### config.mk
export PLATFORM = sky130hd
export DESIGN_NAME = sram_req_arbiter
export DESIGN_NICKNAME = d
export VERILOG_FILES = /design/src/rtl/sram_req_arbiter_pkg.sv /design/src/rtl/sram_req_arbiter_order_fifo.sv /design/src/rtl/sram_req_arbiter.sv
export SDC_FILE = /design/constraint.sdc
export NUM_CORES = 1
export LEC_CHECK = 0
export ABC_CLOCK_PERIOD_IN_PS = 3400
export CORE_AREA = 4 4 123 125
export CTS_CLUSTER_DIAMETER = 60
export DETAILED_ROUTE_END_ITERATION = 12
export DIE_AREA = 0 0 127 129
export PLACE_DENSITY_LB_ADDON = 0.05
export SETUP_SLACK_MARGIN = 0.15
export SLEW_MARGIN = 5
export SYNTH_ARGS = -nofsm -noshare
export SYNTH_HDL_FRONTEND = slang
export SYNTH_SLANG_ARGS = --single-unit
### constraint.sdc
create_clock -name clk -period 3.4 [get_ports clk]
set_input_delay 0.68 -clock clk [delete_from_list [all_inputs] [get_ports clk]]
set_output_delay 0.68 -clock clk [all_outputs]
set_load 0.05 [all_outputs]
### src/rtl/sram_req_arbiter_pkg.sv
// Shared definitions for the SRAM-like request arbiter: requester tags and
// the bundled command fields that travel from a requester to the memory port.
package sram_req_arbiter_pkg;

  localparam logic MST_INST = 1'b0;
  localparam logic MST_DATA = 1'b1;

  localparam int ADDR_W = 32;
  localparam int DATA_W = 32;
  localparam int SIZE_W = 2;
  localparam int STRB_W = 4;

  typedef struct packed {
    logic              wr;
    logic [SIZE_W-1:0] size;
    logic [STRB_W-1:0] wstrb;
    logic [ADDR_W-1:0] addr;
    logic [DATA_W-1:0] wdata;
  } sram_cmd_t;

endpackage

### src/rtl/sram_req_arbiter_order_fifo.sv
// In-order owner tag FIFO: one tag per accepted request, retired on each
// slave data_ok so responses can be steered back to whoever issued them.
module sram_req_arbiter_order_fifo #(
  parameter int DEPTH = 4
) (
  input  logic clk,
  input  logic resetn,
  input  logic push,
  input  logic push_tag,
  input  logic pop,
  output logic full,
  output logic empty,
  output logic head_tag
);

  localparam int PW = $clog2(DEPTH);
  localparam int CW = PW + 1;

  logic [DEPTH-1:0] tags;
  logic [PW-1:0]    wr_ptr;
  logic [PW-1:0]    rd_ptr;
  logic [CW-1:0]    count;
  logic             push_ok;
  logic             pop_ok;

  assign full     = (count == CW'(DEPTH));
  assign empty    = (count == '0);
  assign head_tag = tags[rd_ptr];

  // Full blocks a push even when a pop frees a slot in the same cycle.
  assign push_ok = push & ~full;
  assign pop_ok  = pop & ~empty;

  // Tag storage needs no reset: a slot is only read after it has been written.
  always_ff @(posedge clk) begin
    if (push_ok) begin
      tags[wr_ptr] <= push_tag;
    end
  end

  always_ff @(posedge clk) begin
    if (!resetn) begin
      wr_ptr <= '0;
      rd_ptr <= '0;
      count  <= '0;
    end else begin
      if (push_ok) begin
        wr_ptr <= wr_ptr + PW'(1);
      end
      if (pop_ok) begin
        rd_ptr <= rd_ptr + PW'(1);
      end
      case ({push_ok, pop_ok})
        2'b10:   count <= count + CW'(1);
        2'b01:   count <= count - CW'(1);
        default: count <= count;
      endcase
    end
  end

endmodule

### src/rtl/sram_req_arbiter.sv
// Shares one SRAM-like port between instruction fetch and load/store. Data
// wins by default, a starvation counter forces fetch through, responses are
// routed back in acceptance order.
module sram_req_arbiter
  import sram_req_arbiter_pkg::*;
#(
  parameter int DEPTH      = 4,
  parameter int STARVE_LIM = 8
) (
  input  logic              clk,
  input  logic              resetn,
  input  logic              inst_req,
  input  logic              inst_wr,
  input  logic [SIZE_W-1:0] inst_size,
  input  logic [STRB_W-1:0] inst_wstrb,
  input  logic [ADDR_W-1:0] inst_addr,
  input  logic [DATA_W-1:0] inst_wdata,
  output logic              inst_addr_ok,
  output logic              inst_data_ok,
  output logic [DATA_W-1:0] inst_rdata,
  input  logic              data_req,
  input  logic              data_wr,
  input  logic [SIZE_W-1:0] data_size,
  input  logic [STRB_W-1:0] data_wstrb,
  input  logic [ADDR_W-1:0] data_addr,
  input  logic [DATA_W-1:0] data_wdata,
  output logic              data_addr_ok,
  output logic              data_data_ok,
  output logic [DATA_W-1:0] data_rdata,
  output logic              mem_req,
  output logic              mem_wr,
  output logic [SIZE_W-1:0] mem_size,
  output logic [STRB_W-1:0] mem_wstrb,
  output logic [ADDR_W-1:0] mem_addr,
  output logic [DATA_W-1:0] mem_wdata,
  input  logic              mem_addr_ok,
  input  logic              mem_data_ok,
  input  logic [DATA_W-1:0] mem_rdata,
  output logic              proto_err
);

  localparam int SW = $clog2(STARVE_LIM + 1);
  localparam logic [SW-1:0] STARVE_MAX = SW'(STARVE_LIM);

  logic          lock;
  logic          lock_owner;
  logic [SW-1:0] starve_cnt;
  logic          force_inst;
  logic          grant;
  logic          granted_req;
  logic          accept;
  logic          inst_accept;
  logic          fifo_full;
  logic          fifo_empty;
  logic          head_tag;
  logic          resp_valid;
  sram_cmd_t     inst_cmd;
  sram_cmd_t     data_cmd;
  sram_cmd_t     mem_cmd;

  assign inst_cmd = '{wr: inst_wr, size: inst_size, wstrb: inst_wstrb,
                      addr: inst_addr, wdata: inst_wdata};
  assign data_cmd = '{wr: data_wr, size: data_size, wstrb: data_wstrb,
                      addr: data_addr, wdata: data_wdata};

  always_comb begin
    force_inst = inst_req & (starve_cnt == STARVE_MAX);
    if (lock) begin
      grant = lock_owner;
    end else if (data_req & ~force_inst) begin
      grant = MST_DATA;
    end else if (inst_req) begin
      grant = MST_INST;
    end else begin
      grant = MST_DATA;
    end
    granted_req = (grant == MST_DATA) ? data_req : inst_req;
    mem_cmd     = (grant == MST_DATA) ? data_cmd : inst_cmd;
  end

  // Handshake: a request transfers in the cycle where req and addr_ok are
  // both high; a response is valid only in the cycle data_ok is high, with
  // responses returned in the order their requests were accepted.
  assign mem_req     = granted_req & ~fifo_full;
  assign mem_wr      = mem_cmd.wr;
  assign mem_size    = mem_cmd.size;
  assign mem_wstrb   = mem_cmd.wstrb;
  assign mem_addr    = mem_cmd.addr;
  assign mem_wdata   = mem_cmd.wdata;

  assign accept       = mem_req & mem_addr_ok;
  assign inst_accept  = accept & (grant == MST_INST);
  assign inst_addr_ok = inst_accept;
  assign data_addr_ok = accept & (grant == MST_DATA);

  assign resp_valid   = mem_data_ok & ~fifo_empty;
  assign inst_data_ok = resp_valid & (head_tag == MST_INST);
  assign data_data_ok = resp_valid & (head_tag == MST_DATA);
  assign inst_rdata   = mem_rdata;
  assign data_rdata   = mem_rdata;

  // Lock pins the grant while the slave stalls; it drops on accept or when
  // the owner withdraws, since mem_req is then low.
  always_ff @(posedge clk) begin
    if (!resetn) begin
      lock       <= 1'b0;
      lock_owner <= MST_INST;
      starve_cnt <= '0;
      proto_err  <= 1'b0;
    end else begin
      lock       <= mem_req & ~mem_addr_ok;
      lock_owner <= grant;
      if (!inst_req || inst_accept) begin
        starve_cnt <= '0;
      end else if (starve_cnt != STARVE_MAX) begin
        starve_cnt <= starve_cnt + SW'(1);
      end
      if (mem_data_ok & fifo_empty) begin
        proto_err <= 1'b1;
      end
    end
  end

  sram_req_arbiter_order_fifo #(
    .DEPTH (DEPTH)
  ) u_order_fifo (
    .clk      (clk),
    .resetn   (resetn),
    .push     (accept),
    .push_tag (grant),
    .pop      (mem_data_ok),
    .full     (fifo_full),
    .empty    (fifo_empty),
    .head_tag (head_tag)
  );

endmodule

==> metrics.txt <==
GR peak layer met2; Max Root-Sink Buffers 2; Seq/Total Area, Yosys 15.27%; Final Hold Viols 0; vias in the first global route 2314; HPWL after DPL 9857 microns; DR iter-0 viols 65; initial antenna violation count 1; CTS tree done; Worst-Margin Slew 0.4973 ns; Avg Inst Size Synth 11.02 sq um; first drt pass iteration count 3; Max transition margin 66.74%; synth-to-layout area growth 80.73%; # hold bufs at CTS 0; final setup fails 0; routed len/inst 19.81 microns; dpl ws 0.1753 ns; vias 2216; Reg-to-Reg Start lock; setup ws final 0.3721 ns; layout cell share with drive strength beyond 1 approximately two fifths; Worst-Skew Late Latency 0.25 ns; EDFF count, synth 4; Global Route met3 Usage under 10%; share of the synthesized area in the top cell type 38.93%; library cells used by synthesis 39; Mapped Cells ~240; Synth Warn # 0; global route overflow 0; Synth Cell Area 2623 sq um; die width approximately 130 microns; Max FO, Critical Path 30; drt via density 3.834; type of the worst min-delay path reg -> reg; post-CTS setup buffers 0; Slew Limit Fails 0; data arrival time of the worst path 2.35 ns; fin nets between 500 and 600; total global-route track usage 12.46%; status finished clean; CP Launch Type input pin; FMAX 330.3 MHz; first-pass GRT wire length 15430 microns; Die H between 100 and 150 microns; CTS root buffer clkbuf_16; final hold slack 0.5034 ns; Core ar. between 10000 and 15000 sq um; ys async rst share 0%; initial core utilization 18.89%; Layout Skew 0.003372 ns; RePlAce Congestion 0.7943; max-cap violations 0; Row Count 43; CTS buffer count 3; Tmin final 3.028 ns; FF+latch count, synth 18; critical path capture point type primary output; crit path from data_req; post-synth top area cell mux2_4; Worst-path clk slew about 0.050 ns; GR Util met1 13.21%; setup TNS 0 ns; Worst VDD drop 0.3240 mV; drt drc 0; most frequent cells after synthesis mux2_4 (68), buf_4 (64), dfxtp_1 (14); GR Util met2 approximately a fifth; # port buffers 224; PostCTS Resize Cnt 0; Primary FF master, synth dfxtp_1; Post-Route WL 11450 microns; RSZ-0062 raised after global routing false; clk sinks 18; largest net degree at the start of global routing 31; top cells by area, synth mux2_4 (39%), buf_4 (18%), dfxtp_1 (11%); count leader, synth mux2_4; Setup CP Type in -> out; post-synthesis net count 426; H-tree depth 1; Pleak 0.002129 uW; DIE AREA 16380 sq um; I/O pin count 321; min-delay src u_order_fifo.wr_ptr[1]; ANT cells 0; WP data required 2.72 ns; Final ANT Viol Nets 0; fin crit share about nine tenths; Layout fillers 1403; Power Density just over 400 nW/um^2
## metrics by stage
stage               utilization (%)  instance area [sq um]  instances  total power (uW)
floorplan                         -                   2623        238              1364
finish                        34.14                   4740        578              1912
CTS                           34.14                   4740        578              1942
global placement              33.58                   4661        574              1693
detailed placement            33.58                   4661        574              1696
global route                  34.14                   4740        578              2007
## flip-flops by register name (all words and copies together) (netlist names)
register,count
starve_cnt,4
u_order_fifo.tags,4
u_order_fifo.count,3
u_order_fifo.rd_ptr,2
u_order_fifo.wr_ptr,2
lock,1
lock_owner,1
proto_err,1
## worst max-delay path: stages
cell and delay, ns:
clkdlybuf4s50_1 0.59, a21oi_4 0.11, nor2_8 0.16, buf_12 0.25, mux2_4 0.34, buf_4 0.19
## logic make-up (layout without fill, tap and decap cells)
kind of cell               Yosys count  after routing  synth area share, %
DFF                                 18             18                15.27
muxes                               73             73                41.46
xor gates and xnor gates             6              6                2.004
adders and majority gates            8              8                4.103
AOI/OAI and AO/OA                   14             14                3.865
and+or+nand+nor                     38             38                9.352
buffers and inverters               81            241                23.95
## placed cells by master, fill, tap and decap left out, types with 2 or more instances in the layout
cell type,count
nor2b_1,3
edfxtp_1,4
clkbuf_16,3
inv_1,9
xor2_1,3
dfxtp_1,14
buf_12,26
o21ai_0,2
nor2_1,2
nor3_1,6
buf_4,54
ha_1,7
and3_1,6
mux2_2,3
a21oi_1,5
and2_1,5
xnor2_1,3
clkdlybuf4s50_1,148
mux2_4,68
nand2_1,7
## power breakdown
| part | total [uW] | switching [uW] | internal, uW | leakage, uW |
|---|---|---|---|---|
| combinational | 1380 | 727 | 655 | 0.00194 |
| sequential | 290 | 33.1 | 257 | 0.000150 |
| clock | 239 | 82.8 | 156 | 0.0000385 |
| total | 1910 | 843 | 1070 | 0.00213 |
## per-layer routing
layer	wire (microns)	up-vias
met5	7	-
met4	193	2
met3	1593	10
met2	5637	165
met1	4020	966
li1	-	1073
## worst paths after layout
check | end | slack [ns] | cells past startpoint
max | mem_wr | 0.37 | 6
min | u_order_fifo.wr_ptr[1] | 0.50 | 2
max reg2reg | u_order_fifo.count[2] | 0.97 | 9
min reg2reg | u_order_fifo.wr_ptr[1] | 0.50 | 2
## cell type report
class	instances	area (sq um)	area share, %
repair buffers	228	2407	50.79
clock buffers	3	75.07	1.584
inverters	9	33.78	0.7128
flip-flops and latches	18	400.4	8.448
clock inverters	1	3.754	0.07920
multi-input cells	139	1594	33.63
well taps	180	225.2	4.752
Power figures use the tool's default switching activity.
